**config.mk**
```make
export PLATFORM = sky130hd
export DESIGN_NAME = serial_adder_flat
export DESIGN_NICKNAME = d
export VERILOG_FILES = /design/src/rtl/serial_adder_if.sv /design/src/rtl/serial_adder.sv /design/src/flat_wrapper.sv
export SDC_FILE = /design/constraint.sdc
export NUM_CORES = 1
export LEC_CHECK = 0
export CAP_MARGIN = 20
export CORE_MARGIN = 4
export CORE_UTILIZATION = 49
export DETAILED_ROUTE_END_ITERATION = 16
export HOLD_SLACK_MARGIN = 0.15
export PLACE_DENSITY = 0.75
export SETUP_SLACK_MARGIN = 0.5
export SYNTH_ARGS = -nofsm -noshare
export SYNTH_HDL_FRONTEND = slang
export SYNTH_SLANG_ARGS = --single-unit
```
**constraint.sdc**
```tcl
create_clock -name clk -period 1.75 [get_ports clk]
set_input_delay 0.35 -clock clk [delete_from_list [all_inputs] [get_ports clk]]
set_output_delay 0.35 -clock clk [all_outputs]
set_load 0.03 [all_outputs]
```
**src/rtl/serial_adder_if.sv**
```systemverilog
// Start/busy/done handshake and operand/result bus for the bit-serial adder.
// The requester uses the master modport; the adder uses the slave modport.
interface serial_adder_if #(
    parameter int unsigned WIDTH = 8
);
    logic             start;
    logic [WIDTH-1:0] a;
    logic [WIDTH-1:0] b;
    logic             cin;
    logic             busy;
    logic             done;
    logic [WIDTH-1:0] sum;
    logic             cout;

    modport master (
        output start, a, b, cin,
        input  busy, done, sum, cout
    );

    modport slave (
        input  start, a, b, cin,
        output busy, done, sum, cout
    );
endinterface

```
**src/rtl/serial_adder.sv**
```systemverilog
// Bit-serial ripple adder: one full-adder cell with a registered carry, LSB first.
// Computes {cout, sum} = a + b + cin over WIDTH clocks with a start/busy/done handshake.
module serial_adder #(
    parameter int unsigned WIDTH = 8
) (
    input  logic          clk,
    input  logic          rst_n,
    serial_adder_if.slave bus
);
    localparam int unsigned CW = (WIDTH > 1) ? $clog2(WIDTH) : 1;

    typedef enum logic [1:0] {
        IDLE,
        RUN,
        DONE
    } state_t;

    state_t           state_q, state_d;
    logic [WIDTH-1:0] a_sh_q, a_sh_d;
    logic [WIDTH-1:0] b_sh_q, b_sh_d;
    logic [WIDTH-1:0] acc_q, acc_d;
    logic [WIDTH-1:0] sum_q, sum_d;
    logic [CW-1:0]    cnt_q, cnt_d;
    logic             carry_q, carry_d;
    logic             cout_q, cout_d;
    logic             busy_q, busy_d;
    logic             done_q, done_d;
    logic             s_bit;
    logic             c_next;

    always_comb begin
        s_bit  = a_sh_q[0] ^ b_sh_q[0] ^ carry_q;
        c_next = (a_sh_q[0] & b_sh_q[0]) | (a_sh_q[0] & carry_q) | (b_sh_q[0] & carry_q);
    end

    always_comb begin
        state_d = state_q;
        a_sh_d  = a_sh_q;
        b_sh_d  = b_sh_q;
        acc_d   = acc_q;
        sum_d   = sum_q;
        cnt_d   = cnt_q;
        carry_d = carry_q;
        cout_d  = cout_q;
        unique case (state_q)
            IDLE: begin
                if (bus.start) begin
                    a_sh_d  = bus.a;
                    b_sh_d  = bus.b;
                    carry_d = bus.cin;
                    cnt_d   = '0;
                    state_d = RUN;
                end
            end
            RUN: begin
                a_sh_d  = {1'b0, a_sh_q[WIDTH-1:1]};
                b_sh_d  = {1'b0, b_sh_q[WIDTH-1:1]};
                acc_d   = {s_bit, acc_q[WIDTH-1:1]};
                carry_d = c_next;
                cnt_d   = cnt_q + 1'b1;
                if (cnt_q == CW'(WIDTH - 1)) begin
                    sum_d   = acc_d;
                    cout_d  = c_next;
                    state_d = DONE;
                end
            end
            DONE: begin
                state_d = IDLE;
            end
            default: begin
                state_d = IDLE;
            end
        endcase
        // Handshake outputs are registered versions of the next-state decode.
        busy_d = (state_d == RUN);
        done_d = (state_d == DONE);
    end

    always_ff @(posedge clk or negedge rst_n) begin
        if (!rst_n) begin
            state_q <= IDLE;
            a_sh_q  <= '0;
            b_sh_q  <= '0;
            acc_q   <= '0;
            sum_q   <= '0;
            cnt_q   <= '0;
            carry_q <= 1'b0;
            cout_q  <= 1'b0;
            busy_q  <= 1'b0;
            done_q  <= 1'b0;
        end else begin
            state_q <= state_d;
            a_sh_q  <= a_sh_d;
            b_sh_q  <= b_sh_d;
            acc_q   <= acc_d;
            sum_q   <= sum_d;
            cnt_q   <= cnt_d;
            carry_q <= carry_d;
            cout_q  <= cout_d;
            busy_q  <= busy_d;
            done_q  <= done_d;
        end
    end

    assign bus.busy = busy_q;
    assign bus.done = done_q;
    assign bus.sum  = sum_q;
    assign bus.cout = cout_q;
endmodule

```
**src/flat_wrapper.sv**
```systemverilog
// flat-port wrapper written by rule: the top's interface ports become plain ports
module serial_adder_flat 
#(
    parameter int unsigned WIDTH = 8
)
  (clk, rst_n, bus_start, bus_a, bus_b, bus_cin, bus_busy, bus_done, bus_sum, bus_cout);
  serial_adder_if #(.WIDTH(WIDTH)) bus_i ();
  input  logic clk;
  input  logic rst_n;
  input wire logic [$bits(bus_i.start)-1:0] bus_start;
  input wire logic [$bits(bus_i.a)-1:0] bus_a;
  input wire logic [$bits(bus_i.b)-1:0] bus_b;
  input wire logic [$bits(bus_i.cin)-1:0] bus_cin;
  output wire logic [$bits(bus_i.busy)-1:0] bus_busy;
  output wire logic [$bits(bus_i.done)-1:0] bus_done;
  output wire logic [$bits(bus_i.sum)-1:0] bus_sum;
  output wire logic [$bits(bus_i.cout)-1:0] bus_cout;
  assign bus_i.start = bus_start;
  assign bus_i.a = bus_a;
  assign bus_i.b = bus_b;
  assign bus_i.cin = bus_cin;
  assign bus_busy = bus_i.busy;
  assign bus_done = bus_i.done;
  assign bus_sum = bus_i.sum;
  assign bus_cout = bus_i.cout;
  serial_adder #(.WIDTH(WIDTH)) u_core (.clk(clk), .rst_n(rst_n), .bus(bus_i));
endmodule
```
==> impl_results.md, run 1 <==
- Vias: between 1k and 1.5k
- GR Util All Layers: ~17%
- Worst setup path startpoint: u_core.cnt_q[0]
- Clk_skew: 0.00392 ns
- Min-delay src: u_core.acc_q[1]
- R2r worst-path depth: 4
- Reg2Reg Setup Slack: 0.41 ns
- Worst EP arrival: approximately 1.5 ns
- Syn Area/Cell: 13.0 um^2
- Setup TNS Final: 0 ns
- Endpoints failing setup: 0
- Min Clock Period, post-route: between 1 and 1.5 ns
- Rel. slew slack: 66.6%
- Final antenna-violating net count: 0
- Clock sinks: 40
- Crit path kind: flop to flop
- CP startpoint kind: flop
- Starting Density: 51.7%
- Clk_lat worst skew: just under 0.3 ns
- Measured slew at the worst slew-check pin: 0.501 ns
- Crit path cell chain: ha_2 -> ha_4 -> nand3b_4 -> mux2_4
- CTS H-tree lvls: 2
- Initial antenna violation count: 0
- Final Slew Violations: 0
- Synth Cell Area: roughly 1900 um^2
- Final Hold Fails: 0
- Drt pass-1 iters: 4
- Post-Route WL: 3890 um
- Ys Warns: 0
- Worst vdd ir: 0.000789 V
- Hold EP: u_core.bus.sum[0]
- Nets@finish: 214
- Port Buffers: 30
- Top Ports: 31
- Peak Freq: ~750 MHz
- Dpl hpwl: 2390 um
- Placed cell areas: between 2000 and 2500 um^2
- Number of global-route vias before repair: 1306
- Number of remaining DRC errors: 0
- FP Rows: 22
- Layout cell share with drive strength beyond 1: between 40% and 50%
- Most common cell after layout, fill and taps aside: dfrtp_1
- Cell Pwr Density: 1690 nW/um^2
- 1st-iter DRT viols: 59
- Outcome: complete, no violations
- Seq/Total Area, Yosys: 52.1%
- # diodes: 0
- Reg-to-reg critical path endpoint: u_core.bus.sum[1]
- Leading cell types in the layout, fill and taps excluded: dfrtp_1, inv_1, clkdlybuf4s50_1
- Bufs on Longest Clock Path: 2
- DR WL/cell: 16.3 um
- Post-synth top area share: 52.1%
- CP max stage cell: dfrtp_1
- Routed vias/inst: 5.41
- Crit. End Element: flop
- Largest net degree at the start of global routing: between 40 and 50
- CTS root buffer: clkbuf_8
- Area Overhead vs Synth: 31.3%
- Tcrit/Tclk final: 76.5%
- Crit-path leading delay family: flip-flops
- Worst Path Buf+Inv: 0
- Min-Delay Path Depth: 1
- Yosys top cell by area: dfrtp_1
- Die Ht: 70.6 um
- GRT Residual Overflow: 0
- FF+latch count, synth: 40
- GPL Wtd Cong: just under 0.8
- Crit path max fanout: 6
- Finished Layout Cells: 239
- Cell variety after synth: 23
- Post-Syn Instances: approximately 150
- Required time of the worst setup path: roughly 1.9 ns
- Crit path largest cell delay: between 0.3 and 0.4 ns
- Top post-synthesis cells by area: dfrtp_1, nor4b_1, mux2_4, nor3b_1, a211oi_1
- Net count of the mapped netlist: 171
- CTS tree: yes
- Die X: 70.6 um
- Final Instance Area: 2520 um^2
- Floorplan Core Area: between 3000 and 4000 um^2
- Hold Path Class: flop to flop
- Die ar.: 4990 um^2
- Design Power: 4260 uW
- R2r startpoint: u_core.cnt_q[0]
- First-pass GRT wire length: 6560 um
- # Max-Cap Violations: 0
- Static leakage: 0.00114 uW
- RSZ-0062 raised after global routing: true
- Num CTS Buffers: 5
- Reg clk slew, reported paths: 0.07 ns
- Placed Cells: 220
where the power goes:
part           internal (uW)  total, uW  leakage (uW)  switching (uW)
clock network            271        571     0.0000410             300
registers               1370       1660      0.000463             289
logic                   1040       2030      0.000634             991
flip-flops by register name, indices dropped and copies added, names as in the netlist, 2 cells and up:
name and cells:
u_core.cnt_q 3, u_core.state_q 2, u_core.bus.sum 8, u_core.b_sh_q 8
u_core.acc_q 7, u_core.a_sh_q 8
stage by stage:
| step | util, % | setup slack (ns) | hold slack [ns] |
|---|---|---|---|
| after CTS | 65.1 | 0.406 | 0.507 |
| after floorplan | - | 0.408 | 0.0544 |
| after global routing | 67.8 | 0.369 | 0.517 |
| after global placement | 60.8 | 0.207 | 0.428 |
| after detailed placement | 60.8 | 0.119 | 0.438 |
| final | 67.8 | 0.411 | 0.504 |
final cells by class:
cell class / count / area (um^2)
fillers: 287 / 1190
flip-flops and latches: 40 / 1000
multi-input cells: 78 / 908
repair buffers: 48 / 404
clock buffers: 6 / 72.6
inverters: 18 / 67.6
well taps: 48 / 60.1
clock inverters: 1 / 5.00
cell families (layout without fill, tap and decap cells):
| family | after synthesis | count (layout) | synth area share [%] |
|---|---|---|---|
| adders and majority gates | 3 | 3 | 2.35 |
| and+or+nand+nor | 35 | 36 | 15.8 |
| DFF | 40 | 40 | 52.1 |
| muxes | 17 | 17 | 11.5 |
| buffers and inverters | 31 | 73 | 8.60 |
| AOI/OAI and AO/OA | 22 | 22 | 9.58 |
per-layer routing:
metal	vias up	track usage, %	wire length (um)
met5	-	0	0
met4	0	4.80	31
met3	5	5.97	215
met2	37	24.9	1940
met1	637	22.9	1710
li1	615	-	-
synth_stat cells:
library cell / number
dfrtp_1: 40
inv_1: 18
nor3b_1: 15
a211oi_1: 14
nor4b_1: 14
mux2_2: 9
mux2_4: 8
buf_2: 5
buf_6: 5
a22o_1: 4
a21oi_1: 2
ha_1: 2
nand2b_1: 2
a221oi_2: 1
and2b_1: 1
buf_4: 1
clkbuf_1: 1
clkbuf_2: 1
fa_1: 1
nand2b_4: 1
nand3b_4: 1
nor4b_2: 1
o21bai_4: 1
worst max path at each step:
stage	end	slack, ns	depth (start not counted)
detailed placement	u_core.b_sh_q[6]	0.12	4
global placement	u_core.b_sh_q[7]	0.21	4
finish	u_core.bus.sum[1]	0.41	4
global route	u_core.bus.sum[6]	0.37	4
floorplan	u_core.bus.cout	0.41	5
CTS	u_core.bus.cout	0.41	4
repair_timing:
item,CTS,global route
cloned,1,0
hold buffers,1,0
hold endpoints to repair,40,0
pin swaps,3,0
setup endpoints to repair,40,33
buffers inserted,6,4
gates resized for setup,66,16
No activity file was read; power rests on OpenSTA's default activity.
==> run 2, diff against run 1 <==
Settings changed: CORE_UTILIZATION 49 to 47.
Clock period 1.75 ns to 1.2 ns, I/O delays scaled along.
==> impl_results.md, run 2 (synthesized netlist as in run 1, its figures left out) <==
- Floorplan Core Area: 3800 um^2 (was 3720 um^2)
- Tcrit/Tclk final: 115% (was 76.5%)
- Crit path largest cell delay: 0.41 ns (was 0.39 ns)
- Die Ht: 71.9 um (was 70.6 um)
- Hold slack: 0.463 ns (was 0.504 ns)
- R2r worst-path depth: 4 (unchanged)
- Clk_skew: 0.00914 ns (was 0.00392 ns)
- Worst vdd ir: 0.00146 V (was 0.000789 V)
- RSZ-0062 raised after global routing: true (unchanged)
- CTS tree: yes (unchanged)
- Rel. slew slack: 80.8% (was 66.6%)
- Placed Cells: 231 (was 220)
- Worst Path Buf+Inv: 0 (unchanged)
- GRT Residual Overflow: 0 (unchanged)
- CTS H-tree lvls: 2 (unchanged)
- Dpl ws: -0.254 ns (was 0.119 ns)
- Hold Path Class: primary input to asynchronous set/reset pin (was flop to flop)
- Measured slew at the worst slew-check pin: 0.287 ns (was 0.501 ns)
- Starting Density: 50.6% (was 51.7%)
- Min Clock Period, post-route: 1.38 ns (was 1.34 ns)
- GPL Wtd Cong: 0.729 (was 0.773)
- Finished Layout Cells: 267 (was 239)
- CP startpoint kind: flop (unchanged)
- 1st-iter DRT viols: 69 (was 59)
- Crit. End Element: flop (unchanged)
- Endpoints failing setup: 39 (was 0)
- Top Ports: 31 (unchanged)
- Register area: 1010 um^2 (was 1000 um^2)
- Final antenna-violating net count: 0 (unchanged)
- Setup TNS Final: -4.09 ns (was 0 ns)
- Static leakage: 0.00149 uW (was 0.00114 uW)
- Multi-input logic area: 1180 um^2 (was 908 um^2)
- Area Overhead vs Synth: 70.5% (was 31.3%)
- Required time of the worst setup path: 1.39 ns (was 1.93 ns)
- Worst EP arrival: 1.57 ns (was 1.52 ns)
- Initial antenna violation count: 0 (unchanged)
- Number of global-route vias before repair: 1610 (was 1306)
- Largest net degree at the start of global routing: 41 (unchanged)
- Number of remaining DRC errors: 0 (unchanged)
- Port Buffers: 30 (unchanged)
- Failing checks: setup timing
- Nets@finish: 241 (was 214)
- Reg clk slew, reported paths: 0.08 ns (was 0.07 ns)
- Final Slew Violations: 0 (unchanged)
- Crit path cell chain: ha_2 -> ha_4 -> nand3b_4 -> mux2_4 (unchanged)
- Placed cell areas: 2720 um^2 (was 2260 um^2)
- Most common cell after layout, fill and taps aside: dfrtp_1 (unchanged)
- Vias: 1437 (was 1294)
- Peak Freq: 726 MHz (was 747 MHz)
- Path length in cells of the critical path: 4 (unchanged)
- First-pass GRT wire length: 8250 um (was 6560 um)
- Post-Route WL: 5440 um (was 3890 um)
- Crit path kind: flop to flop (unchanged)
- Cell Pwr Density: 2630 nW/um^2 (was 1690 nW/um^2)
- Outcome: finished with violations (was complete, no violations)
- Layout cell share with drive strength beyond 1: 62.6% (was 40.8%)
- Die X: 71.9 um (was 70.6 um)
- Final Hold Fails: 0 (unchanged)
- # Max-Cap Violations: 0 (unchanged)
- Bufs on Longest Clock Path: 2 (unchanged)
- Drt pass-1 iters: 4 (unchanged)
- Num CTS Buffers: 5 (unchanged)
- CP max stage cell: dfrtp_1 (unchanged)
- Leading cell types in the layout, fill and taps excluded: dfrtp_1, buf_6, buf_4 (was dfrtp_1, inv_1, clkdlybuf4s50_1)
- CTS root buffer: clkbuf_8 (unchanged)
- FP Rows: 22 (unchanged)
- GR Util All Layers: 21.1% (was 16.6%)
- Die ar.: 5170 um^2 (was 4990 um^2)
- Crit-path leading delay family: flip-flops (unchanged)
- Clk_lat worst skew: 0.30 ns (was 0.29 ns)
- # diodes: 0 (unchanged)
- Crit path max fanout: 6 (unchanged)
- DR WL/cell: 20.4 um (was 16.3 um)
- Dpl hpwl: 2720 um (was 2390 um)
- Clock sinks: 40 (unchanged)
- Routed vias/inst: 5.38 (was 5.41)
- Post-route setup slack: -0.177 ns (was 0.411 ns)
- Fill cell count: 163 (was 287)
- Final Instance Area: 3270 um^2 (was 2520 um^2)
run 2: worst min-delay path: stages:
cell,delay (ns)
dlygate4sd3_1,0.52
buf_2,0.17
buf_12,0.18
run 2: layout make-up:
cell class                 count  area share [%]
multi-input combinational     78            36.1
sequential                    40            30.8
timing repair buffer          75            25.9
clock buffer                   6            2.22
inverter                      18            2.06
tap                           48            1.83
clock inverter                 2            1.07
run 2: path summary, 6_finish.rpt:
| kind | endpoint | slack (ns) | start |
|---|---|---|---|
| worst max-delay path | u_core.bus.sum[7] | -0.18 | u_core.cnt_q[1] |
| worst min-delay path | u_core.bus.busy | 0.46 | rst_n |
| worst max register to register | u_core.bus.sum[7] | -0.18 | u_core.cnt_q[1] |
| worst min register to register | u_core.bus.sum[0] | 0.54 | u_core.acc_q[1] |
| max in group asynchronous | u_core.acc_q[1] | 0.57 | rst_n |
| min in group clk | u_core.bus.sum[0] | 0.54 | u_core.acc_q[1] |
run 2: routing by layer:
layer | track usage (%) | wire length (um) | share of wire, % | vias up
met3 | 4.99 | 184 | 3.4 | 9
met4 | 6.68 | 101 | 1.9 | 0
met1 | 25.1 | 2250 | 41 | 730
li1 | - | - | - | 665
met2 | 37.4 | 2900 | 53 | 33
met5 | 0 | 0 | 0 | -
run 2: power by group:
group | leakage [uW] | switching [uW] | internal (uW) | total, uW
sequential | 0.000459 | 540 | 2000 | 2540
clock | 0.0000552 | 506 | 618 | 1120
combinational | 0.000974 | 2070 | 2870 | 4940
total | 0.00149 | 3110 | 5500 | 8610
run 2: what timing repair did:
item	in CTS	in global routing
resized for setup	35	5
cloned	3	1
hold buffers	1	0
hold endpoints to repair	40	0
setup buffers	16	7
endpoints found under the setup margin	51	56
pin swaps	7	7
run 2: stage by stage:
step / total power, uW / utilization [%]
after global routing: 9050 / 86.2
after CTS: 8180 / 83.4
after floorplan: 5060 / -
after detailed placement: 6060 / 71.5
final: 8610 / 86.2
after global placement: 5890 / 71.5
